===== src/rtl/alu_writeback.sv =====
// Writeback stage behind the ALU: registers result/flags, updates the two-entry operand file,
// tracks branch outcome, sticky overflow and retire count. Optional macro: ALU_WB_TRAP_EN.
module alu_writeback #(
    parameter logic [31:0] RESET_A = 32'h0000_0000,
    parameter logic [31:0] RESET_B = 32'h0000_0000,
    parameter int          COUNT_W = 16
) (
    input  logic               clk,
    input  logic               rst,
    input  logic               in_valid,
    output logic               in_ready,
    input  logic [31:0]        in_instruction,
    input  logic [31:0]        in_result,
    input  logic [2:0]         in_flags,
    output logic               out_valid,
    input  logic               out_ready,
    output logic [31:0]        out_result,
    output logic [2:0]         out_flags,
    output logic               out_we,
    output logic               out_dest,
    output logic               branch_taken,
    output logic [15:0]        branch_offset,
    output logic [31:0]        reg_A,
    output logic [31:0]        reg_B,
    output logic               sticky_ovf,
    input  logic               ovf_clr,
    input  logic               trap_ack,
    output logic [COUNT_W-1:0] retire_count
);

    typedef enum logic [1:0] {ST_EMPTY = 2'd0, ST_FULL = 2'd1, ST_TRAP = 2'd2} state_t;

`ifdef ALU_WB_TRAP_EN
    localparam logic TRAP_EN = 1'b1;
`else
    localparam logic TRAP_EN = 1'b0;
`endif

    state_t               state_q, state_d;
    logic                 out_valid_q, out_valid_d;
    logic [31:0]          out_result_q, out_result_d;
    logic [2:0]           out_flags_q, out_flags_d;
    logic                 out_we_q, out_we_d;
    logic                 out_dest_q, out_dest_d;
    logic                 branch_taken_q, branch_taken_d;
    logic [15:0]          branch_offset_q, branch_offset_d;
    logic [31:0]          reg_a_q, reg_a_d;
    logic [31:0]          reg_b_q, reg_b_d;
    logic                 sticky_ovf_q, sticky_ovf_d;
    logic [COUNT_W-1:0]   retire_count_q, retire_count_d;

    logic [5:0]           opcode_s, func_s;
    logic [4:0]           dest_idx_s;
    logic                 wr_op_s, trap_op_s, ovf_s, is_branch_s, we_s;
    logic                 in_ready_s, accept_s, retire_s;
    logic                 unused_s;

    assign opcode_s = in_instruction[31:26];
    assign func_s   = in_instruction[5:0];
    assign unused_s = ^{trap_ack, in_instruction[25:21], in_instruction[10:6]};

    // Instruction decode: destination index, write candidacy, trapping and branch class.
    always_comb begin
        dest_idx_s  = 5'd0;
        wr_op_s     = 1'b0;
        is_branch_s = 1'b0;
        case (opcode_s)
            6'h00: begin
                dest_idx_s = in_instruction[15:11];
                case (func_s)
                    6'h20, 6'h21, 6'h22, 6'h23, 6'h00, 6'h04, 6'h02, 6'h06,
                    6'h03, 6'h07, 6'h24, 6'h25, 6'h26, 6'h27, 6'h2A, 6'h2B: wr_op_s = 1'b1;
                    default: wr_op_s = 1'b0;
                endcase
            end
            6'h08, 6'h09, 6'h0A, 6'h0B, 6'h0C, 6'h0D, 6'h0E: begin
                dest_idx_s = in_instruction[20:16];
                wr_op_s    = 1'b1;
            end
            6'h04, 6'h05: is_branch_s = 1'b1;
            default: wr_op_s = 1'b0;
        endcase
        trap_op_s = ((opcode_s == 6'h00) && ((func_s == 6'h20) || (func_s == 6'h22)))
                    || (opcode_s == 6'h08);
        ovf_s     = trap_op_s && in_flags[2];
        we_s      = wr_op_s && (dest_idx_s[4:1] == 4'd0) && !ovf_s;
    end

    // Handshake, next-state and next-value computation for every register in the stage.
    always_comb begin
        in_ready_s = (state_q == ST_EMPTY) || ((state_q == ST_FULL) && out_ready);
        accept_s   = in_valid && in_ready_s;
`ifdef ALU_WB_TRAP_EN
        retire_s   = ((state_q == ST_FULL) && out_ready) || ((state_q == ST_TRAP) && trap_ack);
`else
        retire_s   = (state_q == ST_FULL) && out_ready;
`endif
        state_d         = state_q;
        out_result_d    = out_result_q;
        out_flags_d     = out_flags_q;
        out_we_d        = out_we_q;
        out_dest_d      = out_dest_q;
        branch_taken_d  = branch_taken_q;
        branch_offset_d = branch_offset_q;
        reg_a_d         = reg_a_q;
        reg_b_d         = reg_b_q;
        if (accept_s) begin
            state_d         = (TRAP_EN && ovf_s) ? ST_TRAP : ST_FULL;
            out_result_d    = in_result;
            out_flags_d     = in_flags;
            out_we_d        = we_s;
            out_dest_d      = we_s ? dest_idx_s[0] : 1'b0;
            branch_taken_d  = is_branch_s && (in_result != 32'd0);
            branch_offset_d = is_branch_s ? in_result[15:0] : 16'd0;
            if (we_s && !dest_idx_s[0]) begin
                reg_a_d = in_result;
            end else if (we_s && dest_idx_s[0]) begin
                reg_b_d = in_result;
            end else begin
                reg_a_d = reg_a_q;
            end
        end else if (retire_s) begin
            state_d = ST_EMPTY;
        end else begin
            state_d = state_q;
        end
        // A new overflow outranks a simultaneous clear request.
        if (accept_s && ovf_s) begin
            sticky_ovf_d = 1'b1;
        end else if (ovf_clr) begin
            sticky_ovf_d = 1'b0;
        end else begin
            sticky_ovf_d = sticky_ovf_q;
        end
        retire_count_d = retire_s ? (retire_count_q + {{(COUNT_W-1){1'b0}}, 1'b1}) : retire_count_q;
        out_valid_d    = (state_d != ST_EMPTY);
    end

    // Stage state registers with asynchronous reset.
    always_ff @(posedge clk or posedge rst) begin
        if (rst) begin
            state_q         <= ST_EMPTY;
            out_valid_q     <= 1'b0;
            out_result_q    <= 32'd0;
            out_flags_q     <= 3'd0;
            out_we_q        <= 1'b0;
            out_dest_q      <= 1'b0;
            branch_taken_q  <= 1'b0;
            branch_offset_q <= 16'd0;
            reg_a_q         <= RESET_A;
            reg_b_q         <= RESET_B;
            sticky_ovf_q    <= 1'b0;
            retire_count_q  <= {COUNT_W{1'b0}};
        end else begin
            state_q         <= state_d;
            out_valid_q     <= out_valid_d;
            out_result_q    <= out_result_d;
            out_flags_q     <= out_flags_d;
            out_we_q        <= out_we_d;
            out_dest_q      <= out_dest_d;
            branch_taken_q  <= branch_taken_d;
            branch_offset_q <= branch_offset_d;
            reg_a_q         <= reg_a_d;
            reg_b_q         <= reg_b_d;
            sticky_ovf_q    <= sticky_ovf_d;
            retire_count_q  <= retire_count_d;
        end
    end

    assign in_ready      = in_ready_s;
    assign out_valid     = out_valid_q;
    assign out_result    = out_result_q;
    assign out_flags     = out_flags_q;
    assign out_we        = out_we_q;
    assign out_dest      = out_dest_q;
    assign branch_taken  = branch_taken_q;
    assign branch_offset = branch_offset_q;
    assign reg_A         = reg_a_q;
    assign reg_B         = reg_b_q;
    assign sticky_ovf    = sticky_ovf_q;
    assign retire_count  = retire_count_q;

endmodule

===== config.mk =====
export PLATFORM = sky130hd
export DESIGN_NAME = alu_writeback
export DESIGN_NICKNAME = d
export VERILOG_FILES = /design/src/rtl/alu_writeback.sv
export SDC_FILE = /design/constraint.sdc
export NUM_CORES = 1
export LEC_CHECK = 0
export CAP_MARGIN = 20
export CORE_ASPECT_RATIO = 0.9
export CORE_UTILIZATION = 48
export DETAILED_ROUTE_END_ITERATION = 16
export HOLD_SLACK_MARGIN = 0.05
export PLACE_DENSITY = 0.93
export REMOVE_ABC_BUFFERS = 1
export SLEW_MARGIN = 25
export SYNTH_ARGS = -nofsm -noshare
export SYNTH_HDL_FRONTEND = slang
export SYNTH_SLANG_ARGS = --single-unit

===== constraint.sdc =====
create_clock -name clk -period 10.02 [get_ports clk]
set_input_delay 1.503 -clock clk [delete_from_list [all_inputs] [get_ports clk]]
set_output_delay 1.503 -clock clk [all_outputs]
set_load 0.01 [all_outputs]

# [Word-level counts from Yosys, hierarchy flattened]
# Memories as Yosys holds them, arrays and structs flattened.
# Index checks and enable logic that the tools add are counted.
# W data, S select, Z words.
[totals] mem_bits_ro=64 n_memories=1 in_bits=73 out_inout_bits=137 register_bits=138
[memory_table] name="(no name shown)" depth=64 word_bits=1 rd=1 rd_clocked_by_memory_dff=0 wr=0 line="70" source="case (func_s)"
[op_classes] addsub=1 n_eq_ne=12 bitwise_logic=1 mux=9 reduce_logical=25
[op_table] cell="$eq A6 B4 Y1 const B" n=7
[op_table] cell="$reduce_bool A32 Y1" n=1
[op_table] cell="$add A16 B1 Y16 const B" n=1
[op_table] cell="$mux W16" n=1
[op_table] cell="$eq A6 B3 Y1 const B" n=2
[op_table] cell="$eq A6 B6 Y1 const B" n=2
[op_table] cell="$logic_and A1 B1 Y1" n=10
[op_table] cell="$pmux W5 S2" n=1
[op_table] cell="$reduce_or A7 Y1" n=1
[op_table] cell="$logic_not A6 Y1" n=1
[op_table] cell="$logic_not A4 Y1" n=1
[op_table] cell="$mux W1" n=4
[op_table] cell="$mux W2" n=2
[op_table] cell="$reduce_bool A2 Y1" n=2
[op_table] cell="$logic_or A1 B1 Y1" n=3
[op_table] cell="$reduce_and A3 Y1" n=1
[op_table] cell="$eq A2 B1 Y1 const B" n=1
[op_table] cell="$logic_not A1 Y1" n=2
[op_table] cell="$logic_not A2 Y1" n=1
[op_table] cell="$pmux W1 S2" n=1
[op_table] cell="$reduce_and A2 Y1" n=1
[op_table] cell="$reduce_or A2 Y1" n=1
[op_table] cell="$not A1 Y1" n=1

# [Logic depth before layout (Yosys ltp)]
[logic_depth] word_depth=10 mapped_depth=7 mapped_depth_nobuf=5

# [Worst setup path before layout]
# OpenSTA, ideal clock, no wires.
[synth_path] path_kind="in2reg" start="input port in_instruction[27]" end="register reg_b_q[10], in the netlist reg_B[10]" arrival_time_ps=3360 path_buffers=2 setup_ps=125 setup_slack_ps=6535 stages=7 cell_sequence="nor4_4 > nand3b_1 > o31a_1 > or4b_1 > buf_2 > buf_6 > mux2_4"
[synth_between] elab_chain_len=9
[synth_rtl] element="from (decl)" line="12" source="input logic [31:0] in_instruction,"
[synth_rtl] element="$eq A6 B4 Y1, or another cell as far along" line="67, 84"
[synth_rtl] element="$reduce_or A7 Y1 or $logic_and A1 B1 Y1 (tied branches)" line="67, 83"
[synth_rtl] element="$pmux W5 S2 or $logic_or A1 B1 Y1 (tied branches)" line="67, 84"
[synth_rtl] element="$logic_not A4 Y1 or $logic_and A1 B1 Y1 (tied branches)" line="86, 85"
[synth_rtl] element="$logic_and A1 B1 Y1 or $logic_not A1 Y1 (tied branches)" line="86" source="we_s = wr_op_s && (dest_idx_s[4:1] == 4'd0) && !ovf_s;"
[synth_rtl] element="$logic_and A1 B1 Y1" line="86"
[synth_rtl] element="$logic_and A1 B1 Y1" line="115" source="if (we_s && !dest_idx_s[0]) begin"
[synth_rtl] element="$not A1 Y1 (no line)"
[synth_rtl] element="$reduce_and A3 Y1 (no line) *"
[synth_rtl] element="to (signal assigned)" line="164" source="reg_b_q <= reg_b_d;"
[synth_rtl] element="to (decl)" line="48" source="logic [31:0] reg_b_q, reg_b_d;"
# Every way passes the cells marked *; elsewhere a longest branch is shown, timed or not.
# A chain may end at the register's enable or synchronous reset.

# [Worst setup path in the final report]
[layout_path] start="input port out_ready" end="output port in_ready"
[layout_between] elab_chain_len=2
[layout_rtl] element="from (decl)" line="16" source="input logic out_ready,"
[layout_rtl] element="$logic_and A1 B1 Y1" line="91" source="in_ready_s = (state_q == ST_EMPTY) || ((state_q == ST_FULL) && out_ready);"
[layout_rtl] element="$logic_or A1 B1 Y1" line="91"
[layout_rtl] element="to (decl)" line="11" source="output logic in_ready,"
# No other way between the ends.

==> impl_metrics.json <==
{
  "timing.final.crit_share_pct": 44.2,
  "ios": 210,
  "powerDensity_nw_per_um2": 189,
  "clock_latency_ns": 0.41,
  "seq_power_share_pct": 41.2,
  "first_pass_iters": 4,
  "grt_use_total_pct": 27.5,
  "yosys_warnings": 0,
  "syn_inst": 442,
  "nets": 719,
  "synth_ff_type": "dfrtp_1",
  "cts_tree": "done",
  "num_rows": 36,
  "fin_crit_ns": 4.43,
  "vdd_drop_max_mv": 0.132,
  "ant_nets": 0,
  "hpwl_mm": 10.5,
  "cp_slowest_cell": "clkdlybuf4s50_1",
  "die-area_um2": 12000,
  "critical_path_class": "input port to primary output",
  "htreeDepth": 4,
  "slew_violations": 0,
  "setup_tns_ns": 0,
  "max_freq_mhz": 226,
  "antenna_found_initial": 0,
  "cap_viol_max_count": 0,
  "synth-seq-area-share_pct": 62.4,
  "max_stage_delay_ns": 0.59,
  "power.leakage_nw": 3.94,
  "slew_headroom_pct": 40.3,
  "area_growth_pct": 50.0,
  "pwr-share-clk_pct": 42.2,
  "switching_share_pct": 24.4,
  "postSynth.asyncResetShare_pct": 100,
  "p_comb_share_pct": 16.6,
  "grt_overflow": 0,
  "hold_buffers": 0,
  "layout-drive-gt1-share_pct": 15.7,
  "vias_per_cell": 5.33,
  "grt_first_pass_wirelength_mm": 24.7,
  "cts-root-buf": "clkbuf_16",
  "drc": 0,
  "p_sw_uw": 383,
  "fin_total_pwr_mw": 1.57,
  "postCtsResizedCells": 0,
  "grt_max_degree": 77,
  "p_int_mw": 1.19,
  "synth_cell_types": 36,
  "setup_viol": 0,
  "vias": 4316,
  "start_util_pct": 50.2,
  "cp.arrival_ns": 2.93,
  "cp_cell_sequence": "clkdlybuf4s50_1 > nor2b_1 > nor2_1 > clkdlybuf4s50_1",
  "hold_path.class": "flop to flop",
  "hold_violations": 0,
  "syn_area_um2": 5540,
  "postCtsSetupRepairBufs": 0,
  "cts.sinks": 138,
  "status": "completed",
  "die-height_um": 104,
  "clock_skew_ns": 0.00843,
  "tightestPinTransition_ns": 0.896,
  "clkTransAtPathRegs_ns": 0.05,
  "ys_ff_latch": 138,
  "synth_edf_count": 0,
  "grt_pass1_vias": 4625,
  "wl_per_cell_um": 19.0,
  "worst-endpoint-required_ns": 8.52,
  "critPathLaunchType": "input port",
  "rsz0062_at_grt": "no",
  "clockBufferDepth": 2,
  "holdWs_ns": 0.473,
  "path_common_cell": "clkdlybuf4s50_1",
  "drt-initial-drc-count": 194,
  "wirelength_mm": 15.4,
  "syn_area_per_cell_um2": 12.5,
  "cp-end-kind": "primary output",
  "core_um2": 11000,
  "die_w_um": 115,
  "critPathMaxFanout": 3,
  "gp_congestion": 0.774,
  "cts_inserted_buffers": 17,
  "port_buffers": 198,
  "antenna_cells": 0
}
==> registers in the layout, summed over array words and instances, names as in the netlist <==
signal and cells:
reg_A 32, out_we 1, branch_taken 1, sticky_ovf 1, out_dest 1, state_q 2
out_result 32, reg_B 32, out_valid 1, out_flags 3, branch_offset 16, retire_count 16
==> layer usage <==
layer  track usage, %  vias up  routed length, um  part of all wire (%)
met5                0        -                  0                     0
met4             11.2        0                318                   2.1
met3             8.39       31               1080                   7.0
met2             46.6      183               7790                    51
met1             32.4     2184               6170                    40
li1                 -     1918                  -                     -
==> synthesized netlist by cell type, types with 4 or more instances <==
master      n  area (um2)
inv_1       6        22.5
buf_2       4        20.0
mux2_4     29         435
nand2_1   124         465
clkbuf_1    8        30.0
a22o_1     16         140
nand4_1    11        68.8
nor2_1      7        26.3
xnor2_1    12         105
nor4_1     10        62.6
dfrtp_1   138        3450
mux2_2     34         383
buf_1       4        15.0
o21ai_0     4        20.0
==> path summary, 6_finish.rpt <==
path | start | end | slack, ns | depth (start not counted)
min reg2reg | branch_taken | branch_taken | 0.47 | 2
min in group asynchronous | rst | reg_B[2] | 1.55 | 2
max in group asynchronous | rst | reg_B[10] | 7.36 | 3
min | branch_taken | branch_taken | 0.47 | 2
max reg2reg | state_q[0] | reg_B[16] | 7.37 | 6
max | out_ready | in_ready | 5.59 | 4
==> power groups by stage <==
stage / logic (mW) / clock network (mW) / registers, mW
finish: 0.261 / 0.664 / 0.648
detailed placement: 0.260 / 0 / 0.656
global placement: 0.251 / 0 / 0.652
CTS: 0.263 / 0.672 / 0.648
floorplan: 0.0720 / 0 / 0.675
global route: 0.281 / 0.697 / 0.655
==> stage by stage <==
step           std cells  util, %  cell area, um2  setup slack, ns
2_1_floorplan        423        -            5440             4.70
3_3_place_gp         777     69.4            7660             5.24
3_5_place_dp         778     69.6            7680             5.54
4_1_cts              809     75.2            8300             5.58
5_1_grt              809     75.3            8310             5.53
6_report             809     75.3            8310             5.59
==> cell families (layout without fill, tap and decap cells) <==
logic type / count (synthesis) / count (layout) / share of synthesized area [%]
fa+ha+maj: 1 / 1 / 0.226
buf+inv: 25 / 240 / 2.19
flops: 138 / 138 / 62.4
xor+xnor: 15 / 15 / 2.37
simple gates: 173 / 173 / 14.3
compound gates: 26 / 26 / 3.55
mux: 64 / 64 / 15.0
==> critical path, delay by kind of cell <==
family	cells	cell delay [ns]
buf+inv	2	1.09
simple gates	2	0.34
==> cell type report <==
class	count	area, um2
Multi-Input combinational cell	279	1990
Clock buffer	23	488
Sequential cell	138	3450
Clock inverter	8	140
Timing Repair Buffer	203	2020
Tap cell	152	190
Fill cell	709	2730
Inverter	6	27.5
==> cells in the final DEF, fill, tap and decap left out, types with 2 or more instances in the layout <==
cell type and n:
nor4_4 2, buf_4 4, nor4_1 10, clkbuf_1 2, or3_1 2, nor3_1 2, xor2_1 3, o21ai_0 4
and3_1 2, a21oi_1 3, nand4_1 11, bufinv_16 4, dfrtp_1 138, clkbuf_8 4, clkdlybuf4s50_1 198, clkbuf_16 17
mux2_4 29, clkinv_2 4, nand3b_1 2, xnor2_1 12, nand3_1 3, inv_1 5, nand2_1 123, nor2_1 7
a22o_1 16, mux2_2 34
No activity file was read; power rests on OpenSTA's default activity.
